==> src/rtl/array_divider8x4.sv <==
`default_nettype none
// ============================================================================
// Module      : array_divider8x4
// Description : Sequential restoring divider, P = Q*B + R. Resolves one
//               quotient bit per clock under a start/busy/done handshake.
//               Used to recover a 4x4 multiplier operand from a product.
// Revision    : 1.0 - initial release
// ============================================================================
module array_divider8x4 #(
  parameter int PW = 8,
  parameter int BW = 4
) (
  input  logic          clk,
  input  logic          rst_n,
  input  logic          start,
  input  logic [PW-1:0] P,
  input  logic [BW-1:0] B,
  output logic [PW-1:0] Q,
  output logic [BW-1:0] R,
  output logic          busy,
  output logic          done,
  output logic          dz,
  output logic          fit
);

  localparam int CW = (PW > 1) ? $clog2(PW) : 1;
  localparam logic [CW-1:0] C_CNT_INIT = CW'(PW - 1);

  typedef enum logic [1:0] {
    S_IDLE = 2'd0,
    S_CALC = 2'd1,
    S_DONE = 2'd2
  } state_t;

  state_t        state_q, state_d;
  // Dividend shift register; quotient bits enter at the LSB as the dividend
  // leaves at the MSB, so after PW steps it holds the quotient.
  logic [PW-1:0] sreg_q, sreg_d;
  logic [BW-1:0] div_q, div_d;
  // Partial remainder is always < divisor between steps, so BW bits suffice
  // for storage; the trial value and subtraction below are BW+1 bits.
  logic [BW-1:0] rem_q, rem_d;
  logic [CW-1:0] cnt_q, cnt_d;
  logic [PW-1:0] q_q, q_d;
  logic [BW-1:0] r_q, r_d;
  logic          dz_q, dz_d;
  logic          fit_q, fit_d;

  logic [BW:0]   w_t;
  logic          w_ge;
  logic [BW-1:0] w_rem_next;
  logic [PW-1:0] w_quo_next;

  // One restoring step: bring down the next dividend bit, trial-subtract.
  always_comb begin
    w_t        = {rem_q, sreg_q[PW-1]};
    w_ge       = (w_t >= {1'b0, div_q});
    // When t >= divisor the difference is < divisor, so its low BW bits are exact.
    w_rem_next = w_ge ? (w_t[BW-1:0] - div_q) : w_t[BW-1:0];
    w_quo_next = {sreg_q[PW-2:0], w_ge};
  end

  // State and datapath registers with asynchronous active-low reset.
  always_ff @(posedge clk or negedge rst_n) begin
    if (!rst_n) begin
      state_q <= S_IDLE;
      sreg_q  <= '0;
      div_q   <= '0;
      rem_q   <= '0;
      cnt_q   <= '0;
      q_q     <= '0;
      r_q     <= '0;
      dz_q    <= 1'b0;
      fit_q   <= 1'b0;
    end else begin
      state_q <= state_d;
      sreg_q  <= sreg_d;
      div_q   <= div_d;
      rem_q   <= rem_d;
      cnt_q   <= cnt_d;
      q_q     <= q_d;
      r_q     <= r_d;
      dz_q    <= dz_d;
      fit_q   <= fit_d;
    end
  end

  // Next-state and datapath control; result registers change only on DONE entry.
  always_comb begin
    state_d = state_q;
    sreg_d  = sreg_q;
    div_d   = div_q;
    rem_d   = rem_q;
    cnt_d   = cnt_q;
    q_d     = q_q;
    r_d     = r_q;
    dz_d    = dz_q;
    fit_d   = fit_q;

    unique case (state_q)
      S_IDLE: begin
        if (start) begin
          if (B == '0) begin
            // Divide by zero resolves immediately with a saturated result.
            q_d     = '1;
            r_d     = '1;
            dz_d    = 1'b1;
            fit_d   = 1'b0;
            state_d = S_DONE;
          end else begin
            sreg_d  = P;
            div_d   = B;
            rem_d   = '0;
            cnt_d   = C_CNT_INIT;
            state_d = S_CALC;
          end
        end
      end
      S_CALC: begin
        sreg_d = w_quo_next;
        rem_d  = w_rem_next;
        if (cnt_q == '0) begin
          q_d     = w_quo_next;
          r_d     = w_rem_next;
          dz_d    = 1'b0;
          fit_d   = (w_quo_next[PW-1:BW] == '0);
          state_d = S_DONE;
        end else begin
          cnt_d = cnt_q - 1'b1;
        end
      end
      S_DONE: begin
        state_d = S_IDLE;
      end
      default: begin
        state_d = S_IDLE;
      end
    endcase
  end

  assign Q    = q_q;
  assign R    = r_q;
  assign dz   = dz_q;
  assign fit  = fit_q;
  assign busy = (state_q != S_IDLE);
  assign done = (state_q == S_DONE);

endmodule
`default_nettype wire

==> config.mk <==
export PLATFORM = sky130hd
export DESIGN_NAME = array_divider8x4
export DESIGN_NICKNAME = d
export VERILOG_FILES = /design/src/rtl/array_divider8x4.sv
export SDC_FILE = /design/constraint.sdc
export NUM_CORES = 1
export LEC_CHECK = 0
export CAP_MARGIN = 10
export CORE_MARGIN = 3
export CORE_UTILIZATION = 58
export CTS_BUF_LIST = sky130_fd_sc_hd__clkbuf_4 sky130_fd_sc_hd__clkbuf_8
export DETAILED_ROUTE_END_ITERATION = 10
export MAX_ROUTING_LAYER = met4
export PLACE_DENSITY = 0.95
export SYNTH_ARGS = -nofsm -noshare
export SYNTH_HDL_FRONTEND = slang
export SYNTH_SLANG_ARGS = --single-unit
==> constraint.sdc <==
create_clock -name clk -period 3.6 [get_ports clk]
set_clock_uncertainty 0.15 [all_clocks]
set_input_delay 0.72 -clock clk [delete_from_list [all_inputs] [get_ports clk]]
set_output_delay 0.72 -clock clk [all_outputs]
set_load 0.05 [all_outputs]
==> results of run 1 <==
## registers in the layout, summed over array words and instances, names as in the netlist
signal,flops
sreg_q,8
state_q,2
div_q,4
Q,8
rem_q,4
fit,1
cnt_q,3
dz,1
R,4
## cell families (layout without fill, tap and decap cells)
group / count (synthesis) / count (layout) / share of synthesized area [%]
and+or+nand+nor: 72 / 72 / 19.0
AOI/OAI and AO/OA: 35 / 35 / 15.1
DFF: 35 / 35 / 50.4
buffers and inverters: 17 / 49 / 4.54
muxes: 8 / 8 / 4.97
adders and majority gates: 7 / 7 / 5.48
xor gates and xnor gates: 1 / 1 / 0.504
## critical path, stage by stage (launching register included)
cell and delay [ps]:
dfrtp_1 530, nor2b_1 200, clkdlybuf4s50_1 830
## cell type report
cell class / instances / share of cell area, %
clock buffers: 6 / 2.09
clock inverters: 2 / 2.79
inverters: 9 / 1.57
multi-input cells: 123 / 36.4
flip-flops and latches: 35 / 40.7
well taps: 31 / 1.80
repair buffers: 32 / 14.7
## power groups by stage
| stage | combinational (uW) | sequential [uW] | clock, uW |
|---|---|---|---|
| after global placement | 1230 | 728 | 0 |
| after detailed placement | 1300 | 739 | 0 |
| after floorplan | 739 | 940 | 0 |
| after global routing | 1430 | 756 | 377 |
| after CTS | 1310 | 733 | 361 |
| final | 1310 | 734 | 359 |
## metal layers
layer	vias to the layer above	global-route usage (%)	part of all wire, %
met1	679	28.0	41
met4	0	11.1	2.6
met3	13	4.68	3.5
li1	649	-	-
met5	-	-	0
met2	35	40.8	53
## worst paths after layout
check / start / to / slack [ps] / cells after the start
max: state_q[1]$_DFFE_PN0P_ / done / 840 / 2
min in group asynchronous: rst_n / Q[3]$_DFFE_PN0P_ / 620 / 2
min: cnt_q[0]$_DFFE_PN0P_ / cnt_q[0]$_DFFE_PN0P_ / 360 / 1
max reg2reg: div_q[1]$_DFFE_PN0P_ / rem_q[0]$_DFFE_PN0P_ / 1360 / 7
min reg2reg: cnt_q[0]$_DFFE_PN0P_ / cnt_q[0]$_DFFE_PN0P_ / 360 / 1
max in group asynchronous: rst_n / div_q[1]$_DFFE_PN0P_ / 2350 / 2
## placed cells by master, fill, tap and decap left out, types with 2 or more instances in the layout
master and count:
nor3_1 2, mux2i_1 3, inv_1 9, nand2b_1 2, ha_1 6, dfrtp_1 35, a31oi_1 7, mux2_2 5
o22a_2 2, o21a_1 2, nor2_1 30, clkbuf_4 6, clkdlybuf4s50_1 30, nor2_2 3, bufinv_16 2, nand2_1 22
a21oi_1 5, a21oi_2 8, nor2b_1 3, o21ai_0 4, buf_4 2, or2_2 3
## stage by stage
step / setup slack (ps) / cells / utilization, % / area [um2]
floorplan: 1200 / 175 / - / 1740
global placement: 653 / 230 / 72.9 / 2050
detailed placement: 524 / 230 / 72.9 / 2050
CTS: 840 / 238 / 76.7 / 2150
global route: 761 / 238 / 76.7 / 2150
finish: 844 / 238 / 76.7 / 2150
==> summary.txt, run 1 <==
Power
  • Leakage: a little over 0.0009 uW
  • Int Pwr: roughly 1300 uW
  • Tot Pwr: between 2000 and 2500 uW
  • Sw Pwr: ~1100 uW
  • Sw Share: between 40 and 50%
  • Clock share of power: 15.0%
  • Maximum vdd drop: 0.000734 V
  • Logic pwr share: 54.4%
  • PD cells: 1120 nW/um2
  • Sequential share of power: a little under a third

Floorplanning
  • FP Rows: 19
  • Top Ports: 31
  • Die area: about 3700 um2
  • Die W: 60.7 um
  • Vert. Die Dim: 60.7 um
  • Initial Utilization: around three fifths
  • Core area: between 2000 and 3000 um2

Synth
  • Count leader, synth: dfrtp_1
  • Top cell type's share of synthesized area: roughly half
  • Avg Inst Size Synth: a little under 10 um2
  • Post-synth EDFFs: 0
  • Fraction of registers with async set/reset: 100%
  • Post-Syn Nets: 197
  • Seq/Total Area, Yosys: 50.4%
  • Post-synthesis cell area: between 1500 and 2000 um2
  • Register bit total from synthesis: 35
  • Syn Inst Count: 175
  • Cell variety after synth: 36
  • Post-synth top area cell: dfrtp_1
  • Top cells by area, synth: dfrtp_1 50%, nor2_1 6.5%, nand2_1 4.8%, ha_1 4.3%, a21oi_2 4.0%
  • Top_reg_cell synth: dfrtp_1
  • Yosys warning count: 0
  • Synth top cells by count: 35 x dfrtp_1, 30 x nor2_1, 22 x nand2_1, 9 x inv_1, 8 x a21oi_2

STA
  • Max-slew violation count: 0
  • Tightest Pin Transition: a little under 1000 ps
  • Fin crit share: 76.5%
  • RSZ-0062 raised after global routing: no
  • Final Hold Fails: 0
  • Relative max-transition margin: around 34%
  • Setup TNS: 0 ps
  • Peak Freq: around 0.36 GHz
  • Fin crit period: 2760 ps
  • Final hold slack: about 360 ps
  • Final-report setup violation count: 0

Global route
  • Pin count of the biggest net entering global routing: 36
  • Vias in the first global route: approximately 1400
  • Total GRT Usage: ~24%
  • First-pass GRT wire length: between 6000 and 7000 um
  • Initial antenna violation count: 0
  • Gr ovfl total: 0

Detailed routing
  • Drt pass-1 iters: 4
  • 1st-iter DRT viols: 76
  • WL/cell: 16.2 um
  • Vias per cell: about 5.8
  • ANT nets after route: 0
  • Drc violations: 0
  • Vias: between 1000 and 1500
  • WL final: 3840 um

Clocking
  • Clock buffer depth: 2
  • Max H-tree Level: 2
  • Clock sinks: 35
  • Post-CTS sizing: 0
  • TritonCTS clock tree: done
  • Cts hold-fix bufs: 0
  • Postcts setup bufs: 0
  • Clock latency at the later pin of the worst-skew pair: around 340 ps
  • Clock transition at path regs: 110 ps
  • Total CTS buffers: 5
  • Clock root cell: clkbuf_4

Place
  • GP Congestion: roughly 0.81
  • Port Buffers: 30
  • Dpl hpwl: about 2900 um

Worst setup path
  • Worst Path Class, Setup: reg -> out
  • Worst Path Required: 2730 ps
  • Critical Path Sink Type: output port
  • CP Max Fanout: 9
  • Worst Path Arrival: about 1900 ps
  • CP Launch Type: flop

Final layout
  • Fillers: 210
  • Layout area overhead: 23.8%
  • Reg area: between 800 and 900 um2
  • Share of cells above drive strength 1: between 15 and 20%
  • Antenna fix cells: 0
  • Area of the multi-input gates: 782 um2
  • Layout net count: 228

Status
  • Status: finished, final reports clean

Run
  • Max-cap violations: 0

Min path
  • Hold Crit Class: reg -> reg
No activity file was read; power rests on OpenSTA's default activity.
==> run 2: changes to the inputs <==
- CORE_UTILIZATION: 58 -> 54
- PLACE_DENSITY: 0.95 -> 0.9
- clock period: 3.6 -> 2.75 ns (I/O delays scaled with it)
==> run 2 against run 1 <==
Count of clock-buffer cells in the layout is the same. Power grew 31%. Critical path depth is the same. Combinational power up 31%. Wire length fell by 3.6%. Largest cell class unchanged. Global-route usage down 2.6 points. Worst setup slack worse by 670 ps. Cell count up 5.0%. Critical path type unchanged. Register-to-register slack worse by 830 ps. First-iteration DRC count decreased by 9.2%. Via count is 1.2% lower.
==> summary.txt, run 2 (same netlist as run 1, synthesis figures left out) <==
Place
  • GP Congestion: 0.895
  • Pre-CTS setup slack: roughly 19 ps
  • Dpl hpwl: around 2700 um
  • Port Buffers: 30

Global route
  • Gr ovfl total: 0
  • Total GRT Usage: 21.7%
  • Vias in the first global route: 1354
  • First-pass GRT wire length: between 6000 and 7000 um
  • Initial antenna violation count: 0
  • Pin count of the biggest net entering global routing: 36

STA
  • Tightest Pin Transition: ~920 ps
  • Max-slew violation count: 0
  • Setup TNS: 0 ps
  • Final worst slack: between 150 and 200 ps
  • Final Hold Fails: 0
  • Fin crit period: around 2600 ps
  • Peak Freq: between 0.3 and 0.4 GHz
  • Relative max-transition margin: about two fifths
  • Final-report setup violation count: 0
  • RSZ-0062 raised after global routing: no
  • Fin crit share: 93.6%

Clocking
  • Cts hold-fix bufs: 0
  • Post-CTS sizing: 0
  • Total CTS buffers: 5
  • Clock root cell: clkbuf_4
  • Clock latency at the later pin of the worst-skew pair: ~360 ps
  • Clock sinks: 35
  • Postcts setup bufs: 0
  • Clock transition at path regs: 110 ps
  • TritonCTS clock tree: done
  • Max H-tree Level: 2
  • Clock buffer depth: 2

Worst setup path
  • Worst Path Class, Setup: reg -> out
  • CP Launch Type: flop
  • Slowest cell on the critical path: clkdlybuf4s50_1
  • CP Max Fanout: 9
  • Critical Path Sink Type: output port
  • Crit path largest cell delay: approximately 700 ps
  • R2R cell count: 6
  • Worst Path Required: 2050 ps
  • Cell Chain, Critical Path: or2_2 -> clkdlybuf4s50_1
  • Worst Path Arrival: 1870 ps

Min path
  • Hold Crit Class: reg -> reg
  • WHS Path Cells: 1

Detailed routing
  • Vias: ~1400
  • WL/cell: around 15 um
  • ANT nets after route: 0
  • Drc violations: 0
  • Drt pass-1 iters: 4
  • WL final: ~3700 um
  • Vias per cell: around 5.4
  • 1st-iter DRT viols: 69

Final layout
  • Share of cells above drive strength 1: 17.3%
  • Layout net count: roughly 230
  • Most frequent cells in the layout: 35 x dfrtp_1, 30 x nor2_1, 30 x clkdlybuf4s50_1
  • Fillers: around 230
  • Most common cell after layout, fill and taps aside: dfrtp_1
  • Layout area overhead: 25.8%
  • Antenna fix cells: 0
  • Post-layout util: 75.3%

Floorplanning
  • Vert. Die Dim: ~63 um
  • Die area: slightly below 4000 um2
  • Core area: 2900 um2
  • Initial Utilization: 59.9%
  • Die W: 62.7 um
  • Top Ports: 31
  • FP Rows: 19

Power
  • Maximum vdd drop: 0.000679 V
  • PD cells: between 1000 and 1500 nW/um2
  • Leakage: 0.000934 uW

Status
  • Status: finished, final reports clean

Run
  • Max-cap violations: 0
-- run 2: layout make-up --
cell class,instances,area [um2],area share (%)
flip-flops and latches,35,876,40.1
multi-input cells,123,782,35.8
repair buffers,33,335,15.3
clock inverters,2,60.1,2.75
well taps,42,52.6,2.41
clock buffers,6,45.0,2.06
inverters,9,33.8,1.55
-- run 2: metrics by stage --
step / hold slack [ps] / cell area [um2] / power, uW / instances
2_1_floorplan: 104 / 1740 / 2200 / 175
3_3_place_gp: 307 / 2080 / 2580 / 242
3_5_place_dp: 312 / 2080 / 2680 / 242
4_1_cts: 326 / 2180 / 3160 / 250
5_1_grt: 369 / 2180 / 3380 / 250
6_report: 325 / 2180 / 3150 / 250
-- run 2: routing by layer --
metal  wire (um)  vias up  global-route usage (%)
met5           0        -                       -
met4          97        0                    13.5
met3         175        9                    4.50
met2        1850       34                    35.3
met1        1590      666                    24.3
li1            -      651                       -
-- run 2: worst paths after layout --
| path | from | endpoint | slack (ps) |
|---|---|---|---|
| worst max-delay path | state_q[0]$_DFFE_PN0P_ | busy | 180 |
| max in group asynchronous | rst_n | R[2]$_DFFE_PN0P_ | 1680 |
| worst max register to register | rem_q[0]$_DFFE_PN0P_ | rem_q[0]$_DFFE_PN0P_ | 530 |
| worst min register to register | cnt_q[0]$_DFFE_PN0P_ | cnt_q[0]$_DFFE_PN0P_ | 330 |
| worst min-delay path | cnt_q[0]$_DFFE_PN0P_ | cnt_q[0]$_DFFE_PN0P_ | 330 |
| min in group asynchronous | rst_n | sreg_q[7]$_DFFE_PN0P_ | 450 |
-- run 2: worst max-delay path: cells and delay by family, from the launching register on --
family	cells	cell delay, ps
buffers and inverters	1	700
DFF	1	480
and+or+nand+nor	1	330
-- run 2: power breakdown --
part	total (uW)	internal (uW)	switching (uW)	leakage [uW]
combinational	1710	680	1030	0.000481
clock	476	293	183	0.0000559
sequential	957	769	188	0.000397
total	3150	1740	1400	0.000934
==> run 3: changes to the inputs <==
- GPL_ROUTABILITY_DRIVEN: unset -> 0
==> results of run 3 <==
No change in the layout: final DEF, timing and power equal those of run 2.
